===== config.mk =====
export PLATFORM = sky130hd
export DESIGN_NAME = commit_trace_buffer
export DESIGN_NICKNAME = d
export VERILOG_FILES = /design/src/rtl/riscv_pkg.sv /design/src/rtl/trace_fifo.sv /design/src/rtl/commit_trace_buffer.sv
export SDC_FILE = /design/constraint.sdc
export NUM_CORES = 2
export LEC_CHECK = 0
export ABC_AREA = 1
export CAP_MARGIN = 25
export CORE_MARGIN = 8
export CORE_UTILIZATION = 55
export DETAILED_ROUTE_END_ITERATION = 10
export PLACE_DENSITY = 0.76
export SLEW_MARGIN = 20
export SYNTH_ARGS = -nofsm -noshare
export SYNTH_HDL_FRONTEND = slang
export SYNTH_SLANG_ARGS = --single-unit

===== constraint.sdc =====
create_clock -name clk_i -period 9 [get_ports clk_i]
set_clock_uncertainty 0.1 [all_clocks]
set_input_delay 2.7 -clock clk_i [delete_from_list [all_inputs] [get_ports clk_i]]
set_output_delay 2.7 -clock clk_i [all_outputs]
set_load 0.01 [all_outputs]

===== src/rtl/riscv_pkg.sv =====
// Shared trace types and helpers used by the commit trace buffer and its FIFO.
package riscv_pkg;

   localparam int unsigned XLEN = 32;

   localparam logic [6:0] OPC_STORE = 7'b0100011;
   localparam logic [6:0] OPC_LOAD  = 7'b0000011;

   typedef enum logic [2:0] {
      TK_NOP   = 3'd0,
      TK_REG   = 3'd1,
      TK_LOAD  = 3'd2,
      TK_STORE = 3'd3,
      TK_STALL = 3'd4,
      TK_FLUSH = 3'd5
   } trace_kind_e;

   typedef enum logic [1:0] {
      CAP_IDLE    = 2'd0,
      CAP_ARMED   = 2'd1,
      CAP_CAPTURE = 2'd2,
      CAP_DONE    = 2'd3
   } cap_state_e;

   typedef struct packed {
      trace_kind_e     kind;
      logic            lost;
      logic [4:0]      rd;
      logic [XLEN-1:0] pc;
      logic [XLEN-1:0] instr;
      logic [XLEN-1:0] data;
      logic [XLEN-1:0] addr;
   } trace_rec_t;

   function automatic logic [31:0] sat_inc(input logic [31:0] v);
      return (v == 32'hFFFF_FFFF) ? v : v + 32'd1;
   endfunction

   // Store data is only meaningful up to the access width encoded in funct3.
   function automatic logic [XLEN-1:0] store_data(input logic [XLEN-1:0] d,
                                                  input logic [2:0]      funct3);
      case (funct3)
         3'b000:  return {{(XLEN-8){1'b0}}, d[7:0]};
         3'b001:  return {{(XLEN-16){1'b0}}, d[15:0]};
         default: return d;
      endcase
   endfunction

endpackage


===== src/rtl/trace_fifo.sv =====
// Generic FIFO for trace records; head is visible combinationally from the
// storage registers, and reads as zero while empty.
module trace_fifo #(
   parameter int unsigned DEPTH = 16,
   parameter type         rec_t = logic [31:0]
) (
   input  logic clk_i,
   input  logic rst_i,
   input  logic push_i,
   input  rec_t push_rec_i,
   input  logic pop_i,
   output rec_t head_o,
   output logic full_o,
   output logic empty_o
);

   localparam int unsigned AW = $clog2(DEPTH);

   logic [AW:0] wr_ptr_q;
   logic [AW:0] rd_ptr_q;
   rec_t        mem_q [DEPTH];
   logic        wr_en;
   logic        rd_en;

   assign empty_o = (wr_ptr_q == rd_ptr_q);
   assign full_o  = (wr_ptr_q[AW-1:0] == rd_ptr_q[AW-1:0]) &&
                    (wr_ptr_q[AW] != rd_ptr_q[AW]);

   // A full FIFO still accepts a push when the head leaves in the same cycle.
   assign wr_en = push_i && (!full_o || pop_i);
   assign rd_en = pop_i && !empty_o;

   always_ff @(posedge clk_i or posedge rst_i) begin
      if (rst_i) begin
         wr_ptr_q <= '0;
         rd_ptr_q <= '0;
      end else begin
         if (wr_en) wr_ptr_q <= wr_ptr_q + 1'b1;
         if (rd_en) rd_ptr_q <= rd_ptr_q + 1'b1;
      end
   end

   // NOTE: storage has no reset; the pointers alone define which entries are
   // valid, so clearing the array would only add reset fan-out.
   always_ff @(posedge clk_i) begin
      if (wr_en) mem_q[wr_ptr_q[AW-1:0]] <= push_rec_i;
   end

   assign head_o = empty_o ? '0 : mem_q[rd_ptr_q[AW-1:0]];

endmodule


===== src/rtl/commit_trace_buffer.sv =====
// Classifies retiring commit slots into trace records, buffers them and keeps
// capture counters. Define TRACE_FILTER_HAZARD_EN to keep STALL/FLUSH out of the FIFO.
module commit_trace_buffer
   import riscv_pkg::*;
#(
   parameter int unsigned DEPTH   = 16,
   parameter int unsigned MAX_REC = 1024
) (
   input  logic            clk_i,
   input  logic            rst_i,
   input  logic            arm_i,
   input  logic            stop_i,
   input  logic [XLEN-1:0] trig_pc_i,
   input  logic [XLEN-1:0] pc_i,
   input  logic [XLEN-1:0] instr_i,
   input  logic [4:0]      reg_addr_i,
   input  logic [XLEN-1:0] reg_data_i,
   input  logic [XLEN-1:0] mem_addr_i,
   input  logic [XLEN-1:0] mem_data_i,
   input  logic            stall_i,
   input  logic            flushD_i,
   input  logic            flushE_i,
   output logic            rec_valid_o,
   input  logic            rec_ready_i,
   output trace_rec_t      rec_o,
   output logic [1:0]      state_o,
   output logic [31:0]     cnt_rec_o,
   output logic [31:0]     cnt_stall_o,
   output logic [31:0]     cnt_flush_o,
   output logic [31:0]     cnt_drop_o,
   output logic            overflow_o
);

   localparam logic [31:0] REC_LAST = 32'(MAX_REC - 1);

   cap_state_e  state_q, state_d;
   trace_rec_t  sample;
   logic [31:0] cnt_rec_q, cnt_stall_q, cnt_flush_q, cnt_drop_q;
   logic        overflow_q, lost_q;
   logic        capture, push_en, push_req, push_ok, drop, pop, full, empty;
   logic        rearm, max_hit;

   // NOTE: every field gets a default before the priority chain, so no path
   // through this block leaves a value to be held in a latch.
   always_comb begin
      sample       = '0;
      sample.pc    = pc_i;
      sample.instr = instr_i;
      sample.lost  = lost_q;
      if (instr_i[6:0] == OPC_STORE) begin
         sample.kind = TK_STORE;
         sample.data = store_data(mem_data_i, instr_i[14:12]);
         sample.addr = mem_addr_i;
      end else if (instr_i[6:0] == OPC_LOAD) begin
         sample.kind = TK_LOAD;
         sample.rd   = reg_addr_i;
         sample.data = reg_data_i;
         sample.addr = mem_addr_i;
      end else if (stall_i || flushD_i || flushE_i || reg_addr_i != 5'd0) begin
         sample.kind = stall_i ? TK_STALL :
                       (flushD_i || flushE_i) ? TK_FLUSH : TK_REG;
         sample.rd   = reg_addr_i;
         sample.data = reg_data_i;
      end
   end

`ifdef TRACE_FILTER_HAZARD_EN
   assign push_en = (sample.kind != TK_STALL) && (sample.kind != TK_FLUSH);
`else
   assign push_en = 1'b1;
`endif

   // stop_i wins over both the trigger match and the push of this cycle.
   assign capture  = !stop_i && ((state_q == CAP_CAPTURE) ||
                                 (state_q == CAP_ARMED && pc_i == trig_pc_i));
   assign pop      = rec_valid_o && rec_ready_i;
   assign push_req = capture && push_en;
   assign push_ok  = push_req && (!full || pop);
   assign drop     = push_req && full && !pop;
   assign rearm    = (state_q == CAP_DONE) && arm_i;
   assign max_hit  = (MAX_REC != 0) && (cnt_rec_q == REC_LAST);

   always_comb begin
      state_d = state_q;
      case (state_q)
         CAP_IDLE:    if (arm_i) state_d = CAP_ARMED;
         CAP_ARMED:   if (stop_i) state_d = CAP_DONE;
                      else if (pc_i == trig_pc_i) state_d = CAP_CAPTURE;
         CAP_CAPTURE: if (stop_i) state_d = CAP_DONE;
         CAP_DONE:    if (arm_i) state_d = CAP_ARMED;
         default:     state_d = CAP_IDLE;
      endcase
      if (push_ok && max_hit) state_d = CAP_DONE;
   end

   // NOTE: state is updated with non-blocking assignments so every register
   // samples the pre-edge values regardless of statement order.
   always_ff @(posedge clk_i or posedge rst_i) begin
      if (rst_i) begin
         state_q     <= CAP_IDLE;
         cnt_rec_q   <= '0;
         cnt_stall_q <= '0;
         cnt_flush_q <= '0;
         cnt_drop_q  <= '0;
         overflow_q  <= 1'b0;
         lost_q      <= 1'b0;
      end else begin
         state_q <= state_d;
         if (rearm)        cnt_rec_q <= '0;
         else if (push_ok) cnt_rec_q <= sat_inc(cnt_rec_q);
         if (capture && sample.kind == TK_STALL) cnt_stall_q <= sat_inc(cnt_stall_q);
         if (capture && sample.kind == TK_FLUSH) cnt_flush_q <= sat_inc(cnt_flush_q);
         if (drop) cnt_drop_q <= sat_inc(cnt_drop_q);
         if (rearm)     overflow_q <= 1'b0;
         else if (drop) overflow_q <= 1'b1;
         if (drop)         lost_q <= 1'b1;
         else if (push_ok) lost_q <= 1'b0;
      end
   end

   trace_fifo #(
      .DEPTH (DEPTH),
      .rec_t (trace_rec_t)
   ) u_fifo (
      .clk_i      (clk_i),
      .rst_i      (rst_i),
      .push_i     (push_ok),
      .push_rec_i (sample),
      .pop_i      (pop),
      .head_o     (rec_o),
      .full_o     (full),
      .empty_o    (empty)
   );

   assign rec_valid_o = !empty;
   assign state_o     = state_q;
   assign cnt_rec_o   = cnt_rec_q;
   assign cnt_stall_o = cnt_stall_q;
   assign cnt_flush_o = cnt_flush_q;
   assign cnt_drop_o  = cnt_drop_q;
   assign overflow_o  = overflow_q;

endmodule


==> out/results.ini <==
[status]
outcome=finished clean

[clock_tree]
postCtsSetupRepairBufs=0
cts_made_buffers=226
cts_resized=0
cts_tree=yes
cts.sinks=2334
clk_pin_slew_ps=60
cts.htree.levels=4
clock_latency_ps=870
cts_buffer_depth=3
holdBufCountCts=0
root_buffer=clkbuf_16

[synthesis]
yosys_warnings=0
synth_ff_type=edfxtp_1
netlist_instances=7302
ys_ff_latch=2334
seq_area_frac_synth_pct=72.63
synth_edf_count=2192
synth_nets=7520
synth.avg_cell_area_um2=13.08
netlist_area_mm2=0.09552
synth_cell_types=48
async_reset_ff_share_pct=6.084

[global_routing]
overflow=0
antenna_found_initial=22
grt_usage_pct=25.94
grt_max_degree=221
grt_pass1_wl_um=373500
grt_pass1_vias=60410

[timing]
period_share_pct=87.04
drv_slew=0
fmax_mhz=127.7
fin_ws_ps=1167
hold_viol=0
setup_viol=0
tightestPinTransition_ps=1123
finalCriticalPeriod_ps=7833
maxSlewHeadroom_pct=25.16
rsz0062_at_grt=no

[floorplanning]
fp.dieH_um=432.7
core_area_mm2=0.1732
row_count=153
initial_core_util_pct=55.14
ioPinCount=474
die_w_um=432.7
dieArea_mm2=0.1873

[final_layout]
syn2layout_area_growth_pct=15.12
multi_input_area_mm2=0.02319
drive_above_1_share_pct=6.174
nFillCells=12450
seq_area_mm2=0.06939
final_util_pct=63.47
finalNetCount=7855

[route]
drtPass1Iterations=9
ant_nets=0
drt-initial-drc-count=7760
routed_wl_um=252600
avgRoutedWirePerCell_um=24.85
vias_per_cell=6.155
vias=62550
drc_errors=0

[worst_setup_path]
cp_data_required_time_ps=6200
worst_setup_path_end_kind=output port
path_class=reg -> out
critPathMaxFanout=185
worst_setup_path_start_kind=register
arrival_ps=5030
cp-startpoint=u_fifo.rd_ptr_q[0]$_DFFE_PP0P_
r2r-start=u_fifo.rd_ptr_q[3]$_DFFE_PP0P_

[pwr]
leakagePower_nw=36.33
powerDensity_mw_per_mm2=298.0
ir_drop_uv=362.6
power_mw=32.77

[hold_path]
min_from=u_fifo.rd_ptr_q[4]$_DFFE_PP0P_
hold_class=reg -> reg

[placed_design]
dpl_worst_slack_ps=1388
port_buffers=473
hpwl_um=139200
gp_congestion=0.9003

[flow_run]
maxCapViolCount=0

## synth_stat cells, types with 2 or more instances
| cell | number | area [um2] |
|---|---|---|
| edfxtp_1 | 2192 | 65820 |
| nor2_1 | 1354 | 5082 |
| nand2_1 | 677 | 2541 |
| o21ai_0 | 606 | 3033 |
| clkbuf_1 | 280 | 1051 |
| o32ai_1 | 274 | 2400 |
| mux2i_1 | 248 | 2482 |
| inv_1 | 239 | 897.1 |
| nand3_1 | 195 | 975.9 |
| o221ai_1 | 189 | 1655 |
| dfrtp_1 | 142 | 3553 |
| buf_2 | 136 | 680.7 |
| a31oi_1 | 104 | 650.6 |
| o211ai_1 | 85 | 638.1 |
| o21ai_1 | 76 | 380.4 |
| xor2_1 | 74 | 648.1 |
| xnor2_1 | 71 | 621.9 |
| o22ai_1 | 59 | 369.1 |
| nand4_1 | 45 | 281.5 |
| nor3_1 | 42 | 210.2 |
| buf_4 | 38 | 285.3 |
| a21oi_1 | 37 | 185.2 |
| a22o_1 | 33 | 289.0 |
| nor4_1 | 23 | 143.9 |
| buf_1 | 20 | 75.07 |
| ha_1 | 13 | 162.7 |
| inv_2 | 7 | 26.28 |
| buf_6 | 6 | 67.56 |
| nand3_2 | 6 | 60.06 |
| nand2_2 | 3 | 18.77 |
| nand3b_1 | 3 | 22.52 |
| nor3_2 | 3 | 30.03 |
| or2_2 | 3 | 18.77 |
| clkbuf_2 | 2 | 10.01 |
| nor2_2 | 2 | 12.51 |
| nor3b_1 | 2 | 15.01 |
| nor4_2 | 2 | 25.02 |
## worst max-delay path, stage by stage, from the launching register on
cell	delay [ps]
dfrtp_4	480
buf_12	650
buf_4	940
nor2_1	180
o32ai_1	430
nand2_1	120
a31oi_1	520
clkdlybuf4s50_1	690
## layer usage
metal	wire (um)	GRT usage, %	share of wire (%)	up-vias
met4	9928	10.50	3.9	8
met2	124500	43.08	49	3182
met5	64	0	0.025	-
met1	96750	34.27	38	31130
li1	-	-	-	27740
met3	21280	4.434	8.4	486
## sequential cells by signal, summed over array words and instances (netlist names)
name             count
cnt_drop_o          32
cnt_flush_o         32
cnt_rec_o           32
cnt_stall_o         32
lost_q               1
overflow_o           1
state_o              2
u_fifo.mem_q      2192
u_fifo.rd_ptr_q      5
u_fifo.wr_ptr_q      5
## layout by cell type, fill, tap and decap left out, types with 4 or more instances in the layout
cell	n
xor2_1	74
diode_2	14
nor3_1	42
edfxtp_1	2192
o21ai_1	78
buf_4	71
nand3_1	195
clkinv_16	6
clkinv_2	29
clkbuf_16	227
nand2_1	676
ha_1	13
bufinv_16	20
inv_1	235
nor2_1	1336
clkinv_8	7
xnor2_1	71
a31oi_1	104
inv_6	4
mux2i_1	248
o221ai_1	189
nand3_2	5
inv_2	5
a22o_1	33
dfrtp_1	139
nor4_1	23
nor2_4	18
clkinvlp_4	7
a21oi_1	37
clkinv_1	49
nand4_1	45
o22ai_1	59
o32ai_1	274
buf_16	4
nand2_2	4
clkbuf_1	61
o21ai_0	601
o211ai_1	85
buf_12	38
clkdlybuf4s50_1	473
## through the flow
stage	std cells	area (um2)	hold slack, ps	setup TNS, ps
2_1_floorplan	7302	95520	361.9	-2583390
3_3_place_gp	9719	102400	380.7	0
3_5_place_dp	9722	102500	388.1	0
4_1_cts	10140	109800	399.9	0
5_1_grt	10160	109900	419.4	0
6_report	10160	110000	403.0	0
## where the power goes
group | switching [mW] | internal [mW] | leakage, nW
logic | 7.15 | 3.90 | 11.1
registers | 0.226 | 12.2 | 21.7
clock network | 4.03 | 5.25 | 3.51
total | 11.4 | 21.4 | 36.3
## cell type report
cell class / instances / area share, %
timing repair buffer: 590 / 5.630
multi-input combinational: 4238 / 21.09
clock inverter: 123 / 1.220
sequential: 2334 / 63.10
antenna: 14 / 0.03186
clock buffer: 291 / 5.412
tap: 2325 / 2.645
inverter: 247 / 0.8704
## path summary, 6_finish.rpt
| kind | slack, ps | cells after the start | to |
|---|---|---|---|
| max | 1170 | 7 | rec_o[9] |
| min | 400 | 1 | u_fifo.rd_ptr_q[4]$_DFFE_PP0P_ |
| max reg2reg | 4860 | 11 | u_fifo.mem_q[11][57]$_DFFE_PP_ |
| min reg2reg | 400 | 1 | u_fifo.rd_ptr_q[4]$_DFFE_PP0P_ |
| max in group asynchronous | 5110 | 3 | u_fifo.rd_ptr_q[0]$_DFFE_PP0P_ |
| min in group asynchronous | 2290 | 2 | cnt_flush_o[15]$_DFFE_PP0P_ |
## cell families (layout without fill, tap and decap cells)
kind of cell / count (synthesis) / in the layout / synth area share [%]
compound gates: 1465 / 1465 / 10.07
xor+xnor: 145 / 145 / 1.330
fa+ha+maj: 13 / 13 / 0.1703
buf+inv: 730 / 1251 / 3.250
flops: 2334 / 2334 / 72.63
mux: 248 / 248 / 2.599
other cells: 0 / 14 / 0
simple gates: 2367 / 2367 / 9.954
Power figures use the tool's default switching activity.
